**config.mk**
```make
export PLATFORM = sky130hd
export DESIGN_NAME = score_bcd_digitizer
export DESIGN_NICKNAME = d
export VERILOG_FILES = /design/src/rtl/score_bcd_digitizer.sv
export SDC_FILE = /design/constraint.sdc
export NUM_CORES = 1
export LEC_CHECK = 0
export ABC_AREA = 0
export BUFFER_PORTS_ARGS = -buffer_cell sky130_fd_sc_hd__buf_2
export CAP_MARGIN = 30
export CELL_PAD_IN_SITES_DETAIL_PLACEMENT = 0
export CELL_PAD_IN_SITES_GLOBAL_PLACEMENT = 1
export CORE_ASPECT_RATIO = 1.5
export CORE_UTILIZATION = 40
export DETAILED_ROUTE_END_ITERATION = 7
export PLACE_DENSITY = 0.81
export RECOVER_POWER = 50
export SYNTH_ARGS = -nofsm -noshare
export SYNTH_HDL_FRONTEND = slang
export SYNTH_SLANG_ARGS = --single-unit
```
**constraint.sdc**
```tcl
create_clock -name clk -period 2.05 [get_ports clk]
set_input_delay 0 -clock clk [delete_from_list [all_inputs] [get_ports clk]]
set_output_delay 0 -clock clk [all_outputs]
set_load 0.05 [all_outputs]
```
**src/rtl/score_bcd_digitizer.sv**
```systemverilog
// Sequential double-dabble converter: clamps a binary score to nine decimal digits and
// produces BCD digit codes plus a leading-zero visibility mask for the digit renderer.
module score_bcd_digitizer #(
    parameter int          IN_WIDTH      = 30,
    parameter int unsigned SAT_VALUE     = 999999999,
    parameter bit          BLANK_LEADING = 1'b1
) (
    input  logic                clk,
    input  logic                resetN,
    input  logic                startConv,
    input  logic [IN_WIDTH-1:0] binValue,
    output logic                busy,
    output logic                done,
    output logic [3:0]          digit1,
    output logic [3:0]          digit2,
    output logic [3:0]          digit3,
    output logic [3:0]          digit4,
    output logic [3:0]          digit5,
    output logic [3:0]          digit6,
    output logic [3:0]          digit7,
    output logic [3:0]          digit8,
    output logic [3:0]          digit9,
    output logic [8:0]          digitVisible
);

    localparam int                  CNT_W    = $clog2(IN_WIDTH);
    localparam logic [CNT_W-1:0]    CNT_LAST = CNT_W'(IN_WIDTH - 1);
    localparam logic [IN_WIDTH-1:0] SAT_VEC  = IN_WIDTH'(SAT_VALUE);

    typedef enum logic [1:0] {
        ST_IDLE  = 2'd0,
        ST_SHIFT = 2'd1,
        ST_DONE  = 2'd2
    } state_t;

    state_t              state_q,  state_d;
    logic [IN_WIDTH-1:0] bin_q,    bin_d;
    logic [35:0]         bcd_q,    bcd_d;
    logic [CNT_W-1:0]    cnt_q,    cnt_d;
    logic [35:0]         digits_q, digits_d;
    logic [8:0]          vis_q,    vis_d;
    logic                done_q,   done_d;

    logic [35:0]         bcd_adj;
    logic [8:0]          vis_calc;

    // Every nibble is corrected independently; no carry crosses nibble boundaries.
    for (genvar gi = 0; gi < 9; gi++) begin : g_adj
        assign bcd_adj[4*gi +: 4] = (bcd_q[4*gi +: 4] >= 4'd5) ? (bcd_q[4*gi +: 4] + 4'd3)
                                                               : bcd_q[4*gi +: 4];
    end

    // Digit i+1 is visible when it or any more significant digit is non-zero.
    assign vis_calc[0] = 1'b1;
    for (genvar gi = 1; gi < 9; gi++) begin : g_vis
        assign vis_calc[gi] = BLANK_LEADING ? (|bcd_q[35:4*gi]) : 1'b1;
    end

    always_comb begin
        state_d  = state_q;
        bin_d    = bin_q;
        bcd_d    = bcd_q;
        cnt_d    = cnt_q;
        digits_d = digits_q;
        vis_d    = vis_q;
        done_d   = 1'b0;
        case (state_q)
            ST_IDLE: begin
                if (startConv) begin
                    bin_d   = (binValue > SAT_VEC) ? SAT_VEC : binValue;
                    bcd_d   = '0;
                    cnt_d   = '0;
                    state_d = ST_SHIFT;
                end
            end
            ST_SHIFT: begin
                {bcd_d, bin_d} = {bcd_adj, bin_q} << 1;
                cnt_d = cnt_q + CNT_W'(1);
                if (cnt_q == CNT_LAST) begin
                    state_d = ST_DONE;
                end
            end
            ST_DONE: begin
                digits_d = bcd_q;
                vis_d    = vis_calc;
                done_d   = 1'b1;
                state_d  = ST_IDLE;
            end
            default: begin
                state_d = ST_IDLE;
            end
        endcase
    end

    always_ff @(posedge clk or negedge resetN) begin
        if (!resetN) begin
            state_q  <= ST_IDLE;
            bin_q    <= '0;
            bcd_q    <= '0;
            cnt_q    <= '0;
            digits_q <= '0;
            vis_q    <= 9'h001;
            done_q   <= 1'b0;
        end else begin
            state_q  <= state_d;
            bin_q    <= bin_d;
            bcd_q    <= bcd_d;
            cnt_q    <= cnt_d;
            digits_q <= digits_d;
            vis_q    <= vis_d;
            done_q   <= done_d;
        end
    end

    assign busy         = (state_q != ST_IDLE);
    assign done         = done_q;
    assign digitVisible = vis_q;
    assign digit1       = digits_q[3:0];
    assign digit2       = digits_q[7:4];
    assign digit3       = digits_q[11:8];
    assign digit4       = digits_q[15:12];
    assign digit5       = digits_q[19:16];
    assign digit6       = digits_q[23:20];
    assign digit7       = digits_q[27:24];
    assign digit8       = digits_q[31:28];
    assign digit9       = digits_q[35:32];

endmodule

```
Yosys cells after proc, flatten, opt, wreduce, memory -nomap -nowiden
Index checks and enable logic that the tools add are counted.
{"block": "classes", "add_sub_neg": 10, "magnitude_cmp": 10, "n_eq_ne": 5, "n_mux": 20, "reduce_logical": 13}
{"operator": "36-bit one-hot mux with 2 select lines", "count": 1}
{"operator": "30-bit 2-to-1 mux", "count": 2}
{"operator": "30-bit one-hot mux with 2 select lines", "count": 1}
{"operator": "4-bit by 3-bit greater-or-equal comparator with 1-bit output, second input constant", "count": 9}
{"operator": "36-bit 2-to-1 mux", "count": 1}
{"operator": "4-bit by 2-bit adder with 4-bit output, second input constant", "count": 8}
{"operator": "4-bit 2-to-1 mux", "count": 8}
{"operator": "32-bit OR reduction", "count": 1}
{"operator": "30-bit > comparator, second input constant", "count": 1}
{"operator": "28-bit OR reduction", "count": 1}
{"operator": "24-bit OR reduction", "count": 1}
{"operator": "20-bit OR reduction", "count": 1}
{"operator": "16-bit OR reduction", "count": 1}
{"operator": "12-bit OR reduction", "count": 1}
{"operator": "5-bit one-hot mux with 2 select lines", "count": 1}
{"operator": "8-bit OR reduction", "count": 1}
{"operator": "5-bit by 1-bit adder with 5-bit output, second input constant", "count": 1}
{"operator": "5-bit == test, second input constant", "count": 1}
{"operator": "5-bit 2-to-1 mux", "count": 1}
{"operator": "2-bit 2-to-1 mux", "count": 2}
{"operator": "2-bit != test, second input constant", "count": 2}
{"operator": "2-bit one-hot mux with 2 select lines", "count": 1}
{"operator": "2-bit AND reduction", "count": 2}
{"operator": "2-bit nonzero test", "count": 2}
{"operator": "other kinds (7)", "count": 7}
{"block": "word_totals", "regBits": 118, "in_bits": 33, "output_inout_bits": 47}

Longest topological paths before layout
{"block": "depth", "ltp_word": 4, "mapped_depth": 7}

Least setup slack after synthesis
Ideal clock, no wire load.
{"block": "synth_timing", "kind": "register -> register", "start": "register bcd_q[8]", "end": "register bcd_q[10]", "arrival_ns": 1.475, "t_required_ns": 1.967, "slack_ns": 0.492, "stages_incl_launch_ff": 7, "n_path_buf": 0, "period_less_slack_ns": 1.558, "path_cell_list": "dfrtp_1 inv_1 ha_1 nand2b_1 a21oi_1 mux2_2 o21ai_0"}
{"block": "synth_via", "elab_chain_cells": 3, "elab_cells_between_ends": 4, "classes_between": "add/sub (1); order compare (1); mux (2)"}
{"item": "start: declaration", "line": "38", "text": "logic [35:0] bcd_q, bcd_d;"}
{"item": "start signal: assignment", "line": "99", "text": "bcd_q <= '0;"}
{"item": "start signal: assignment", "line": "107", "text": "bcd_q <= bcd_d;"}
{"item": "4-bit by 2-bit adder with 4-bit output / 4-bit by 3-bit greater-or-equal comparator with 1-bit output (equally long branches)", "line": "49", "text": "assign bcd_adj[4*gi +: 4] = (bcd_q[4*gi +: 4] >= 4'd5) ? (bcd_q[4*gi +: 4] + 4'd3)"}
{"item": "4-bit 2-to-1 mux *", "line": "49"}
{"item": "36-bit one-hot mux with 2 select lines *", "line": "67", "text": "case (state_q)"}
Mark *: on every way between the ends. The rest lies on a longest branch, timed or not.
A chain may end at the register's enable or synchronous reset.

Worst setup path after layout
{"block": "layout_timing", "start": "register bcd_q[32]", "end": "register vis_q[1] (netlist: digitVisible[1])"}
{"block": "layout_via", "elab_chain_cells": 1}
{"item": "32-bit OR reduction", "line": "56", "text": "assign vis_calc[gi] = BLANK_LEADING ? (|bcd_q[35:4*gi]) : 1'b1;"}
{"item": "end signal: assignment", "line": "110", "text": "vis_q <= vis_d;"}
{"item": "end: declaration", "line": "41", "text": "logic [8:0] vis_q, vis_d;"}
Every way passes these cells.

==> impl_results.rst <==
.. list-table::
   :header-rows: 1

   * - Metric
     - Value
   * - Arrival time worst endpoint
     - approximately 2100 ps
   * - Cell type group with the largest total delay on the critical path
     - simple AND/OR/NAND/NOR gates
   * - Critical-path top delay cell
     - sky130_fd_sc_hd__and4bb_2
   * - Number of port buffers
     - 78
   * - Status
     - finished, final reports clean
   * - Maximum achievable frequency
     - 538 MHz
   * - Post-synthesis xor/xnor area fraction
     - 0.0169
   * - Total clock buffers created by CTS
     - 17
   * - Critical path cell sequence
     - inv_1 > ha_1 > nor3b_1 > nand4_1 > and4bb_2 > a31oi_1
   * - Adder-cell area share of the yosys netlist
     - 0.0616
   * - Final std cell area, no fill
     - approximately 7100 um^2
   * - Footprint of the flip-flops and latches
     - about 3000 um^2
   * - Post-Synthesis Cell Area
     - 5690 um^2
   * - Clock sink count
     - around 120
   * - Number of synthesis warnings
     - 0
   * - Average routed wire per standard cell
     - between 15 and 20 um
   * - Share of synthesized cell area in and, or, nand and nor gates
     - 0.119
   * - DRT Pass-1 Iters
     - 6
   * - Depth of the CTS H-tree
     - 4
   * - Height of the chip
     - roughly 150 um
   * - Reported leakage power
     - roughly 3.4 nW
   * - Vias after detailed routing
     - 4626
   * - Worst-case headroom to the max-slew limit
     - 0.334
   * - Number of antenna violations at the first check in global routing
     - 0
   * - FFs w/ async S/R, synth
     - 1.00
   * - Number of vias per cell after detailed routing
     - 5.31
   * - Largest family of logic cells by synthesized area
     - compound AO/OA/AOI/OAI gates
   * - Layout cells sized above 1
     - 0.166
   * - Synthesized area per cell
     - about 10 um^2
   * - Pwr/cell area
     - 1730 nW/um^2
   * - Required arrival time at the worst endpoint
     - between 2000 and 2500 ps
   * - HPWL after detailed placement
     - 8.69 mm
   * - Synthesized flop and latch total
     - about 120
   * - Area of the die
     - 14700 um^2
   * - Core Rows
     - 53
   * - Number of cells in the design after placement
     - 808
   * - Number of buffers and inverters on the critical path
     - 1
   * - 1st-iter DRT viols
     - 166
   * - Post-layout instance count excluding filler cells
     - 871
   * - Cells after synthesis
     - 586
   * - Final Hold Violating Endpoints
     - 0
   * - First-pass GRT wire length
     - about 22 mm
   * - Placed Instance Area
     - around 6300 um^2
   * - Final Skew
     - 6.16 ps
   * - RSZ-0062 raised after global routing
     - false
   * - Overall track demand over capacity in global routing
     - 0.189
   * - Antenna diodes
     - 0
   * - RePlAce Congestion
     - 0.761
   * - Maximum number of pins on one net before global-route repair
     - 50
   * - Dominant synthesized flop cell
     - sky130_fd_sc_hd__dfrtp_1
   * - Worst IR Drop VDD
     - 0.681 mV
   * - Area grow syn2layout
     - 24.9%
   * - Number of nets in the final layout
     - between 700 and 800
   * - Maximum capacitance violations
     - 0
   * - Classification of the worst setup path
     - flop to flop
   * - Compound-cell area share of the yosys netlist
     - 0.203
   * - Total count of max-transition violations in the final report
     - 0
   * - Number of remaining DRC errors
     - 0
   * - I/O pins
     - 80
   * - Total Routed Length
     - roughly 13 mm
   * - Sum of internal, switching and leakage power
     - around 12 mW
   * - Actual slew at the worst max-slew pin
     - 999 ps
   * - Class of the most critical hold timing path
     - primary input to flop
   * - Net count of the mapped netlist
     - between 600 and 700
   * - Detail Route Antenna Nets
     - 0
   * - Top fanout value on the critical path
     - 5
   * - Peak per-stage delay on the critical path
     - about 390 ps
   * - Final setup violation count
     - 0
   * - Number of fill cells
     - roughly 1300
   * - Share of synthesized area spent on multiplexers
     - 0.0167
   * - Horizontal die dimension
     - approximately 100 um
   * - Capturing element type of the critical path
     - flop
   * - Number of gates resized after CTS
     - 0
   * - Reg clk slew, reported paths
     - ~60 ps
   * - Number of enable-type register cells in the synthesized netlist
     - 0
   * - Critical Path Source Type
     - flop
   * - Final cycle utilization of the critical path
     - 0.907
   * - Residual overflow from global routing
     - 0
   * - Multi-input combinational cell area
     - roughly 2400 um^2
   * - Number of post-CTS setup repair buffers
     - 0
   * - Initial cell density of the core
     - 0.409
   * - Setup total negative slack
     - 0 ps
   * - Root Buffer
     - sky130_fd_sc_hd__clkbuf_16
   * - Number of library cell types mapped by synthesis
     - 47
   * - CTS max path bufs
     - 2
   * - Sequential area share after synthesis
     - 0.519
   * - CTS tree
     - built
   * - Core area
     - 13900 um^2
   * - Number of global-route vias before repair
     - approximately 4600
   * - Worst skew pair latency
     - roughly 400 ps
   * - Post-layout min period
     - 1860 ps
## path summary, 6_finish.rpt
path | startpoint | to | slack, ps | cells after the start
worst max-delay path | bcd_q[32] | digitVisible[1] | 190 | 6
worst min-delay path | startConv | bin_q[28] | 30 | 4
max in group asynchronous | resetN | digits_q[22] | 400 | 3
worst min register to register | digits_q[30] | digits_q[30] | 470 | 2
min in group asynchronous | resetN | digits_q[7] | 290 | 2
worst max register to register | bcd_q[32] | digitVisible[1] | 190 | 6
## where the power goes
| group | switching [mW] | leakage [nW] | internal, mW | total [mW] |
|---|---|---|---|---|
| Clock | 1.07 | 0.250 | 1.63 | 2.70 |
| Combinational | 3.45 | 1.68 | 2.02 | 5.47 |
| Sequential | 0.761 | 1.42 | 3.38 | 4.14 |
| Total | 5.28 | 3.35 | 7.03 | 12.3 |
## cell usage in the layout, fill, tap and decap left out, types with 7 or more instances in the layout
cell and instances:
sky130_fd_sc_hd__a21oi_1 50, sky130_fd_sc_hd__a22o_1 8, sky130_fd_sc_hd__a31oi_1 19, sky130_fd_sc_hd__a32o_1 9, sky130_fd_sc_hd__buf_2 56, sky130_fd_sc_hd__buf_4 8, sky130_fd_sc_hd__clkbuf_1 23, sky130_fd_sc_hd__clkbuf_16 17
sky130_fd_sc_hd__clkinvlp_4 7, sky130_fd_sc_hd__dfrtp_1 118, sky130_fd_sc_hd__dlygate4sd3_1 31, sky130_fd_sc_hd__ha_1 28, sky130_fd_sc_hd__inv_1 53, sky130_fd_sc_hd__nand2_1 95, sky130_fd_sc_hd__nand2b_1 11, sky130_fd_sc_hd__nor2_1 11
sky130_fd_sc_hd__nor3b_1 7, sky130_fd_sc_hd__o21ai_0 42, sky130_fd_sc_hd__o22ai_1 14, sky130_fd_sc_hd__o31ai_1 11, sky130_fd_sc_hd__xnor2_1 9
## routing by layer
| layer | track usage | vias up | part of all wire |
|---|---|---|---|
| li1 | - | 2254 | - |
| met1 | 0.220 | 2261 | 0.43 |
| met2 | 0.341 | 97 | 0.52 |
| met3 | 0.0395 | 14 | 0.031 |
| met4 | 0.0647 | 0 | 0.016 |
| met5 | 0 | - | 0 |
## sequential cells by signal, summed over array words and instances (netlist names)
register / flops
bcd_q: 36
digits_q: 36
bin_q: 30
digitVisible: 8
cnt_q: 5
state_q: 2
done: 1
## Yosys cell counts (all sizes together), types with 9 or more instances
master	instances	area [um^2]
clkbuf	18	67.6
ha	28	350
nor2	12	45.0
dfrtp	118	2950
nand2	95	357
a32o	9	90.1
inv	54	203
o31ai	11	82.6
nand2b	12	75.1
buf	16	92.6
a31oi	19	119
o21ai	42	210
xnor2	9	78.8
o22ai	14	87.6
a21oi	50	250
## stage by stage
stage / hold slack [ps] / setup WS [ps] / util
floorplan: -296 / 492 / -
global placement: 23.0 / 328 / 0.453
detailed placement: 22.8 / 271 / 0.453
CTS: 19.8 / 225 / 0.515
global route: 46.5 / 82.6 / 0.510
finish: 34.4 / 191 / 0.510
## final cells by class
cell class	count	share of cell area
Clock buffer	21	0.0662
Sequential cell	118	0.415
Tap cell	165	0.0290
Multi-Input combinational cell	380	0.337
Timing Repair Buffer	122	0.113
Inverter	54	0.0285
Clock inverter	11	0.0107
## logic make-up (layout without fill, tap and decap cells)
family	Yosys count	count (layout)
XOR/XNOR	11	11
multiplexers	9	9
flip-flops	118	118
adder cells (fa/ha/maj)	28	28
AO/OA/AOI/OAI	182	182
AND/OR/NAND/NOR	149	149
buffers and inverters	88	208
other	1	1
## worst reg2reg max path, delay by kind of cell (launching register included)
kind | cells | cell delay (ps)
flip-flops | 1 | 380
adder cells (fa/ha/maj) | 1 | 160
AO/OA/AOI/OAI | 1 | 80
AND/OR/NAND/NOR | 3 | 990
buffers and inverters | 1 | 140
## repair_timing
item | in CTS | in global routing
setup endpoints to repair | 0 | 0
hold buffers | 31 | 0
endpoints found under the hold margin | 68 | 0
Power figures use the tool's default switching activity.
